File: config.mk
export PLATFORM = sky130hd
export DESIGN_NAME = vga_sync_tracker
export DESIGN_NICKNAME = d
export VERILOG_FILES = /design/src/rtl/vga_sync_tracker.sv
export SDC_FILE = /design/constraint.sdc
export NUM_CORES = 1
export LEC_CHECK = 0
export ABC_CLOCK_PERIOD_IN_PS = 2200
export BUFFER_PORTS_ARGS = -buffer_cell sky130_fd_sc_hd__buf_2
export CAP_MARGIN = 15
export CELL_PAD_IN_SITES_DETAIL_PLACEMENT = 0
export CELL_PAD_IN_SITES_GLOBAL_PLACEMENT = 1
export CORE_AREA = 2 2 72 74
export CTS_CLUSTER_SIZE = 10
export DETAILED_ROUTE_END_ITERATION = 10
export DIE_AREA = 0 0 74 76
export PLACE_DENSITY = 0.82
export SYNTH_ARGS = -nofsm -noshare
export SYNTH_HDL_FRONTEND = slang
export SYNTH_SLANG_ARGS = --single-unit
File: constraint.sdc
create_clock -name clk -period 2.2 [get_ports clk]
set_clock_uncertainty 0.1 [all_clocks]
set_input_delay 0.44 -clock clk [delete_from_list [all_inputs] [get_ports clk]]
set_output_delay 0.44 -clock clk [all_outputs]
set_load 0.01 [all_outputs]
File: src/rtl/vga_sync_tracker.sv
// Recovers x/y pixel coordinates from a negative-polarity VGA sync pair.
// Counts in phase with the sync edges and drops lock on any timing violation.
module vga_sync_tracker #(
    parameter int HA_END     = 639,
    parameter int HS_STA     = 655,
    parameter int HS_END     = 751,
    parameter int LINE       = 799,
    parameter int VA_END     = 479,
    parameter int VS_STA     = 489,
    parameter int SCREEN     = 524,
    parameter int LOCK_LINES = 2,
    parameter int TIMEOUT    = 1600
) (
    input  logic       clk,
    input  logic       rst,
    input  logic       h_sync,
    input  logic       v_sync,
    output logic [9:0] x,
    output logic [9:0] y,
    output logic       display,
    output logic       frame_start,
    output logic       locked,
    output logic       sync_err
);

    localparam int GW = $clog2(LOCK_LINES + 1);

    localparam logic [GW-1:0] GOOD_MAX = GW'(LOCK_LINES);
    localparam logic [9:0]    HA_X     = 10'(HA_END);
    localparam logic [9:0]    HS_STA_X = 10'(HS_STA);
    localparam logic [9:0]    HS_NXT_X = 10'(HS_STA + 1);
    localparam logic [9:0]    HS_END_X = 10'(HS_END);
    localparam logic [9:0]    LINE_X   = 10'(LINE);
    localparam logic [9:0]    VA_Y     = 10'(VA_END);
    localparam logic [9:0]    VS_STA_Y = 10'(VS_STA);
    localparam logic [9:0]    SCREEN_Y = 10'(SCREEN);
    localparam logic [10:0]   WD_EXP   = 11'(TIMEOUT - 1);

    logic          h_prev;
    logic          v_prev;
    logic          h_fall;
    logic          h_rise;
    logic          v_fall;
    logic [9:0]    x_n;
    logic [9:0]    y_n;
    logic [GW-1:0] h_good;
    logic [GW-1:0] h_good_n;
    logic          v_ok;
    logic          v_ok_n;
    logic          v_pass;
    logic          h_bad;
    logic          v_bad;
    logic [10:0]   wd;
    logic [10:0]   wd_n;
    logic          wd_exp;

    always_comb begin
        h_fall = h_prev & ~h_sync;
        h_rise = ~h_prev & h_sync;
        v_fall = v_prev & ~v_sync;

        // h_fall realigns x to the pixel after the expected fall position
        x_n = x + 10'd1;
        y_n = y;
        if (h_fall) begin
            x_n = HS_NXT_X;
        end else if (x == LINE_X) begin
            x_n = '0;
            y_n = (y == SCREEN_Y) ? '0 : y + 10'd1;
        end
        if (v_fall) begin
            y_n = VS_STA_Y;
        end

        wd_exp = !h_fall && (wd == WD_EXP);
        wd_n   = h_fall ? '0 : ((&wd) ? wd : wd + 11'd1);

        h_bad = (h_fall && (x != HS_STA_X)) ||
                (h_rise && (x != HS_END_X));

        h_good_n = h_good;
        if (h_fall && (x == HS_STA_X) && (h_good != GOOD_MAX)) begin
            h_good_n = h_good + 1'b1;
        end
        if (h_bad || wd_exp) begin
            h_good_n = '0;
        end

        // first aligned v edge is accepted; later ones must match y
        v_pass = (x == '0) && (!v_ok || (y == VS_STA_Y));
        v_bad  = v_fall && !v_pass;

        v_ok_n = v_ok;
        if (v_fall) begin
            v_ok_n = v_pass;
        end
        if (wd_exp) begin
            v_ok_n = 1'b0;
        end
    end

    always_ff @(posedge clk) begin
        if (rst) begin
            h_prev   <= 1'b1;
            v_prev   <= 1'b1;
            x        <= '0;
            y        <= '0;
            h_good   <= '0;
            v_ok     <= 1'b0;
            wd       <= '0;
            locked   <= 1'b0;
            sync_err <= 1'b0;
        end else begin
            h_prev   <= h_sync;
            v_prev   <= v_sync;
            x        <= x_n;
            y        <= y_n;
            h_good   <= h_good_n;
            v_ok     <= v_ok_n;
            wd       <= wd_n;
            locked   <= (h_good_n == GOOD_MAX) && v_ok_n;
            sync_err <= locked && (h_bad || v_bad || wd_exp);
        end
    end

    assign display     = locked && (x <= HA_X) && (y <= VA_Y);
    assign frame_start = locked && (x == '0) && (y == '0);

endmodule

After elaboration in Yosys (flattened, before gate mapping)

Cells that the tools add are included.

Bits in registers: 38
Output and inout port bits: 24

Add/sub/neg operators: 4
Order comparisons: 2
Eq/ne operators: 10
Muxes and demuxes: 10
Bitwise gates (word level): 7
Reductions and logical operators: 30

Operators by type and width:

| operator                                              | number |
|---|---|
| equality test 10 bit (second input constant)          | 3 |
| two-way mux 10 bit                                    | 3 |
| two-way mux 9 bit                                     | 3 |
| adder 10 x 1 -> 10 bit (second input constant)        | 2 |
| logical NOT 10 bit                                    | 2 |
| != test 10 bit (second input constant)                | 2 |
| logical AND 1 bit                                     | 13 |
| adder 11 x 1 -> 11 bit (second input constant)        | 1 |
| equality test 11 bit (second input constant)          | 1 |
| AND reduction 11 bit                                  | 1 |
| equality test 10 x 9 -> 1 bit (second input constant) | 1 |
| <= comparator 10 bit (second input constant)          | 1 |
| <= comparator 10 x 9 -> 1 bit (second input constant) | 1 |
| logical OR 1 bit                                      | 5 |
| two-way mux 2 bit                                     | 2 |
| inverter 1 bit                                        | 4 |
| AND reduction 2 bit                                   | 2 |
| OR reduction 2 bit                                    | 2 |
| AND 1 bit                                             | 3 |
| logical NOT 1 bit                                     | 3 |
| OR reduction 3 bit                                    | 1 |
| adder 2 x 1 -> 2 bit (second input constant)          | 1 |
| equality test 2 bit (second input constant)           | 1 |
| two-way mux 1 bit                                     | 2 |
| other kinds (3)                                       | 3 |

Logic depth before layout (Yosys ltp)

Gate-level depths: netlist of the first run.

Word-level depth: 8
Gate-level depth with buffers: 7
Depth with buffers taken out: 7

Worst setup path after synthesis of the first run

Ideal clock, no wire load.

Path type: flip-flop to flip-flop
Start: register h_good[0]
End: register locked
Arrival time: 1.749 ns
Required time: 1.969 ns
Slack: 0.220 ns
Cell stages (with the launch flop): 8
Buffers on the path: 0
Cell sequence: dfxtp_1 > inv_1 > ha_1 > or3b_2 > or4_4 > nand3_1 > a21boi_2 > nor3b_2

Longest elaborated chain between the ends: 6
Elaborated cells on any way between the ends: 7
Classes of those cells: add/sub: 1; eq/ne: 2; mux: 2; reduce/logical: 2

RTL lines:

| item                                                         | line | text |
|---|---|---|
| start, declared                                              | 46   | `logic [GW-1:0] h_good;` |
| start signal, assigned                                       | 118  | `h_good <= h_good_n;` |
| branches (longest 2 deep; another with adder 2 x 1 -> 2 bit) | n/a  |  |
| two-way mux 2 bit *                                          | 82   | `if (h_fall && (x == HS_STA_X) && (h_good != GOOD_MAX)) begin` |
| two-way mux 2 bit *                                          | 85   | `if (h_bad \|\| wd_exp) begin` |
| equality test 2 bit *                                        | 121  | `locked <= (h_good_n == GOOD_MAX) && v_ok_n;` |
| logical AND 1 bit *                                          | 121  |  |
| end signal, assigned                                         | 121  |  |
| end, declared                                                | 22   | `output logic locked,` |

Every way passes the cells marked *.
A chain may end at the register's enable or synchronous reset.

Final worst setup path of the first run

Start: register x[3]
End: output port frame_start

Longest elaborated chain between the ends: 3

RTL lines:

| item                           | line | text |
|---|---|---|
| start, declared                | 18   | `output logic [9:0] x,` |
| start signal, assigned         | 116  | `x <= x_n;` |
| logical NOT 10 bit             | 127  | `assign frame_start = locked && (x == '0) && (y == '0);` |
| logical AND 1 bit (2 in a row) | 127  |  |
| end, declared                  | 21   | `output logic frame_start,` |

Every way passes these cells.

==> impl_metrics.ini, run 1 <==
[setup_path]
start_kind = flop
crit_path_end_kind = output port
crit_start = x[3]
reg2reg_from = x[1]
critical_path_required_ps = 1660
critPathKind = reg -> out
critPathMaxFanout = 6
arrival_ps = 1560

[timing]
fmax_ghz = 0.476
period_share_pct = 95.4
hold_viol = 0
tightestPinTransition_ps = 453
min_period_ps = 2100
relSlewSlack_pct = 69.7
setup_violations = 0
maxSlewViolCount = 0

[finish]
drive_above_1_share_pct = 22.8
final_common_cell = dfxtp_1
fin_area_um2 = 2380
post-route-util_pct = 48.5
fin_nets = 273
fill_cells = 511
instances_no_fill = 333
area_delta_synth_final_pct = 22.0
final_cell_mix = dfxtp_1 (37), buf_2 (27), nor2_1 (20), nand3_1 (13), a21oi_1 (13)
n_antenna_cell = 0

[floorplan]
die_x_um = 74
io_pins = 28
start_util_pct = 39.8
core_area_um2 = 4910
rows = 26
dieArea_um2 = 5620
die_h_um = 76

[global_route]
antenna_found_initial = 0
gr-usage-all-layers_pct = 16.9
grt_pass1_wl_um = 7470
grt_max_degree = 19
overflow = 0
grt_pass1_vias = 1538

[synthesis]
syn_inst = 226
synthArstFlopShare_pct = 0
synth_area_um2 = 1950
ys_types = 52
ys_seq_elements = 38
synth-main-ff-cell = dfxtp_1
syn_area_per_cell_um2 = 8.64
yosysWarnings = 0
synth_nets = 237
ys_seq_area_share_pct = 38.9
synth-edff-count = 0

[place]
gp_congestion = 0.814
placed_area_um2 = 2190
hpwlAfterDp_um = 3200
dp_cells = 322
portBuffers = 27

[power]
power.internal_mw = 1.25
p_leak_nw = 0.926
p_sw_share_pct = 22.4
ir_worst_vdd_v = 0.000440
powerDensity_nw_per_um2 = 676
p_clk_share_pct = 46.4
p_sw_mw = 0.360
combPwrFrac_pct = 7.8
power.total_mw = 1.61
sequentialPowerShare_pct = 45.9

[clocking]
clk_path_buf_depth = 2
cts_inserted_buffers = 5
holdBufCountCts = 0
clkSlewWorstSetupHoldPaths_ps = 80
root_buffer = clkbuf_8
numClockSinks = 38
clk_latency_ps = 290
cts.htree.levels = 2
cts_tree = yes

[hold_path]
holdCritStartpoint = v_sync
hp-class = in -> reg

[status]
status = finished, final reports clean

[routing]
drcViolationCount = 0
ant_nets = 0
firstDrtPassIters = 4
viasPerCell = 5.23
drtIter0Drc = 117
wl_per_cell_um = 13.7
finalWirelength_um = 4570
via_count = 1740

[flow_run]
maxCapViolCount = 0
-- state kept, by name, indices dropped and copies added, names as in the netlist --
| name | cells |
|---|---|
| h_prev | 1 |
| x | 10 |
| wd | 11 |
| sync_err | 1 |
| locked | 1 |
| h_good | 2 |
| y | 10 |
| v_prev | 1 |
| v_ok | 1 |
-- layer usage --
layer,track usage [%],wire [µm],vias to the layer above
met1,24.0,2210,808
met2,24.3,2060,40
met3,4.37,234,7
li1,-,-,885
met4,6.18,60,0
met5,0,0,-
-- through the flow --
stage | hold slack, ps | TNS [ps] | worst slack (ps)
3_5_place_dp | 366 | 0 | 146
4_1_cts | 238 | 0 | 41.1
6_report | 244 | 0 | 101
5_1_grt | 237 | -5.44 | -5.44
3_3_place_gp | 356 | 0 | 182
2_1_floorplan | 332 | 0 | 220
-- Yosys cell counts (2+ instances only) --
cell type / number / share of area [%]
inv_1: 11 / 2.1
a41oi_1: 2 / 0.90
a31oi_1: 3 / 0.96
o31ai_1: 2 / 0.77
nand2_1: 11 / 2.1
nor3_1: 4 / 1.0
ha_1: 7 / 4.5
clkbuf_1: 6 / 1.2
nand3b_1: 2 / 0.77
and3_1: 6 / 1.9
or3_1: 4 / 1.3
nor2_1: 20 / 3.8
nand4_1: 9 / 2.9
nor4_1: 2 / 0.64
a21oi_1: 13 / 3.3
nand2b_1: 5 / 1.6
xor2_1: 9 / 4.0
nor3b_1: 2 / 0.77
and4_1: 2 / 0.90
dfxtp_1: 38 / 39
mux2i_1: 3 / 1.5
and2_1: 5 / 1.6
o21ai_0: 10 / 2.6
xnor2_1: 6 / 2.7
or2_2: 3 / 0.96
nand3_1: 13 / 3.3
or4_1: 2 / 0.77
nor2b_1: 2 / 0.64
-- cells by family after synthesis --
logic type                 after synthesis  share of synthesized area (%)
and+or+nand+nor                        104                           31.3
AOI/OAI and AO/OA                       40                           13.0
adders and majority gates                7                           4.48
xor gates and xnor gates                15                           6.73
DFF                                     38                           38.9
buffers and inverters                   18                           3.46
muxes                                    4                           2.11
-- final timing paths --
| check | endpoint | slack (ps) | depth (start not counted) |
|---|---|---|---|
| max | frame_start | 100 | 4 |
| min | v_prev | 240 | 2 |
| min reg2reg | x[0] | 360 | 1 |
| max reg2reg | y[9] | 120 | 7 |
-- layout make-up --
cell class,count,area (µm²),share of cell area [%]
inverters,11,41.3,1.73
clock inverters,2,60.1,2.52
well taps,70,87.6,3.68
repair buffers,36,203,8.51
clock buffers,6,82.6,3.47
flip-flops and latches,38,762,32.0
multi-input cells,170,1150,48.1
-- worst max-delay path: stages, from the launching register on --
cell     delay [ps]
dfxtp_1         370
nor4_1          450
nand3_1         150
nor2_1          140
buf_2           140
-- repair_timing --
action	CTS	global route
resized for setup	0	5
buffers inserted	0	3
setup endpoints to repair	0	5
-- power by group through the flow --
| stage | Sequential [mW] | Combinational [mW] | Clock, mW |
|---|---|---|---|
| 6_report | 0.739 | 0.125 | 0.746 |
| 5_1_grt | 0.744 | 0.141 | 0.796 |
| 4_1_cts | 0.737 | 0.123 | 0.761 |
| 3_5_place_dp | 0.754 | 0.122 | 0 |
| 3_3_place_gp | 0.753 | 0.122 | 0 |
| 2_1_floorplan | 0.756 | 0.0737 | 0 |
Power figures use the tool's default switching activity.
==> inputs of run 2 (changes only) <==
--- a/config.mk
+++ b/config.mk
@@ -10,11 +10,11 @@
 export CAP_MARGIN = 15
 export CELL_PAD_IN_SITES_DETAIL_PLACEMENT = 0
 export CELL_PAD_IN_SITES_GLOBAL_PLACEMENT = 1
-export CORE_AREA = 2 2 72 74
+export CORE_AREA = 8 8 70 88
 export CTS_CLUSTER_SIZE = 10
 export DETAILED_ROUTE_END_ITERATION = 10
-export DIE_AREA = 0 0 74 76
-export PLACE_DENSITY = 0.82
+export DIE_AREA = 0 0 78 96
+export PLACE_DENSITY = 0.83
 export SYNTH_ARGS = -nofsm -noshare
 export SYNTH_HDL_FRONTEND = slang
 export SYNTH_SLANG_ARGS = --single-unit
==> run 2 against run 1 <==
Clock-buffer cell count shrank 1. Clock power decreased by 4.0%. Worst setup slack lost 16 ps. Critical path depth is the same. Final cell count is 2.7% lower. Critical endpoint unchanged.
==> impl_metrics.ini, run 2 (same netlist as run 1, synthesis figures left out) <==
[routing]
drtIter0Drc = 105
via_count = 1743
viasPerCell = 5.38
wl_per_cell_um = 14.3
ant_nets = 0
finalWirelength_um = 4630
drcViolationCount = 0
firstDrtPassIters = 4

[timing]
setup_violations = 0
tightestPinTransition_ps = 443
tns_ps = 0
hold_viol = 0
period_share_pct = 96.2
rsz0062_at_grt = no
holdWs_ps = 241
relSlewSlack_pct = 70.2
maxSlewViolCount = 0
min_period_ps = 2120
fmax_ghz = 0.473

[setup_path]
critical_path_required_ps = 1660
slowest_stage = nor4_1
cpPeakStageDelay_ps = 460
path_cells = nor4_1 > nand3_1 > nor2_1 > buf_2
crit_buf_inv = 1
arrival_ps = 1580
start_kind = flop
critPathMaxFanout = 6
crit_path_end_kind = output port
critPathKind = reg -> out
path_delay_family = simple AND/OR/NAND/NOR gates

[finish]
fin_nets = 272
reg_top3 = wd: 11 flops, x: 10 flops, y: 10 flops
final_cell_mix = dfxtp_1 (38), buf_2 (27), nor2_1 (20), nand3_1 (13), a21oi_1 (13)
largest_register_ffs = 11
area_delta_synth_final_pct = 20.2
fill_cells = 493
fin_area_um2 = 2350
final_common_cell = dfxtp_1
n_antenna_cell = 0
largest_register = wd
drive_above_1_share_pct = 21.4

[global_route]
grt_pass1_vias = 1557
antenna_found_initial = 0
met3_usage_pct = 4.21
grt_max_degree = 19
gr-usage-all-layers_pct = 12.5
use_met2_pct = 21.1
top_usage_layer = met2
grt_pass1_wl_um = 7480
overflow = 0
grtUsageMet1_pct = 14.0

[power]
p_leak_nw = 0.917
powerDensity_nw_per_um2 = 674
power.total_mw = 1.58
ir_worst_vdd_v = 0.000462

[clocking]
numClockSinks = 38
clk_path_buf_depth = 2
root_buffer = clkbuf_8
clk_latency_ps = 290
cts_tree = yes
clkSlewWorstSetupHoldPaths_ps = 80
cts_inserted_buffers = 5
cts.htree.levels = 2
postCtsSetupBuffers = 0

[floorplan]
die_h_um = 96
core_area_um2 = 4860
start_util_pct = 40.2
die_x_um = 78
rows = 29
dieArea_um2 = 7490
io_pins = 28

[place]
hpwlAfterDp_um = 3390
portBuffers = 27
gp_congestion = 0.824
placed_area_um2 = 2200

[status]
status = finished, final reports clean

[hold_path]
hp-class = in -> reg

[flow_run]
maxCapViolCount = 0
-- run 2: cell types whose count changed in the layout (fill, tap and decap cells not counted) --
cell | before | now
a2111oi_1 | 0 | 1
a2111oi_2 | 1 | 0
buf_4 | 9 | 8
clkbuf_8 | 6 | 5
clkinv_4 | 0 | 1
dfxtp_1 | 37 | 38
dfxtp_2 | 1 | 0
nor3_1 | 3 | 4
nor3_2 | 1 | 0
-- run 2: path summary, 6_finish.rpt --
path	to	cells past startpoint	from	slack, ps
min	v_prev	2	v_sync	240
max	frame_start	4	x[3]	80
max reg2reg	locked	7	h_good[0]	140
min reg2reg	wd[10]	2	wd[10]	370
-- run 2: timing repair --
action,in CTS,in global routing
endpoints found under the setup margin,0,1
resized for setup,0,2
hold buffers,0,0
-- run 2: stage by stage --
step,worst slack [ps],cells,utilization [%]
floorplan,220,226,-
global placement,185,316,45.2
detailed placement,146,316,45.2
CTS,22.8,324,48.1
global route,7.94,324,48.3
finish,84.6,324,48.3
-- run 2: final cells by class --
| type | instances | area (µm²) | area share, % |
|---|---|---|---|
| multi-input cells | 170 | 1140 | 48.4 |
| clock inverters | 3 | 68.8 | 2.93 |
| repair buffers | 35 | 195 | 8.31 |
| flip-flops and latches | 38 | 761 | 32.4 |
| clock buffers | 5 | 68.8 | 2.93 |
| inverters | 11 | 41.3 | 1.76 |
| well taps | 62 | 77.6 | 3.30 |
-- run 2: report_power, final --
part / switching (mW) / internal [mW] / total [mW] / leakage (nW)
sequential: 0.0270 / 0.709 / 0.736 / 0.310
combinational: 0.0725 / 0.0588 / 0.131 / 0.538
clock: 0.261 / 0.454 / 0.716 / 0.0683
-- run 2: per-layer routing --
| metal | routed length (µm) | vias up |
|---|---|---|
| met5 | 0 | - |
| met4 | 54 | 0 |
| met3 | 214 | 4 |
| met2 | 2260 | 26 |
| met1 | 2100 | 825 |
| li1 | - | 888 |
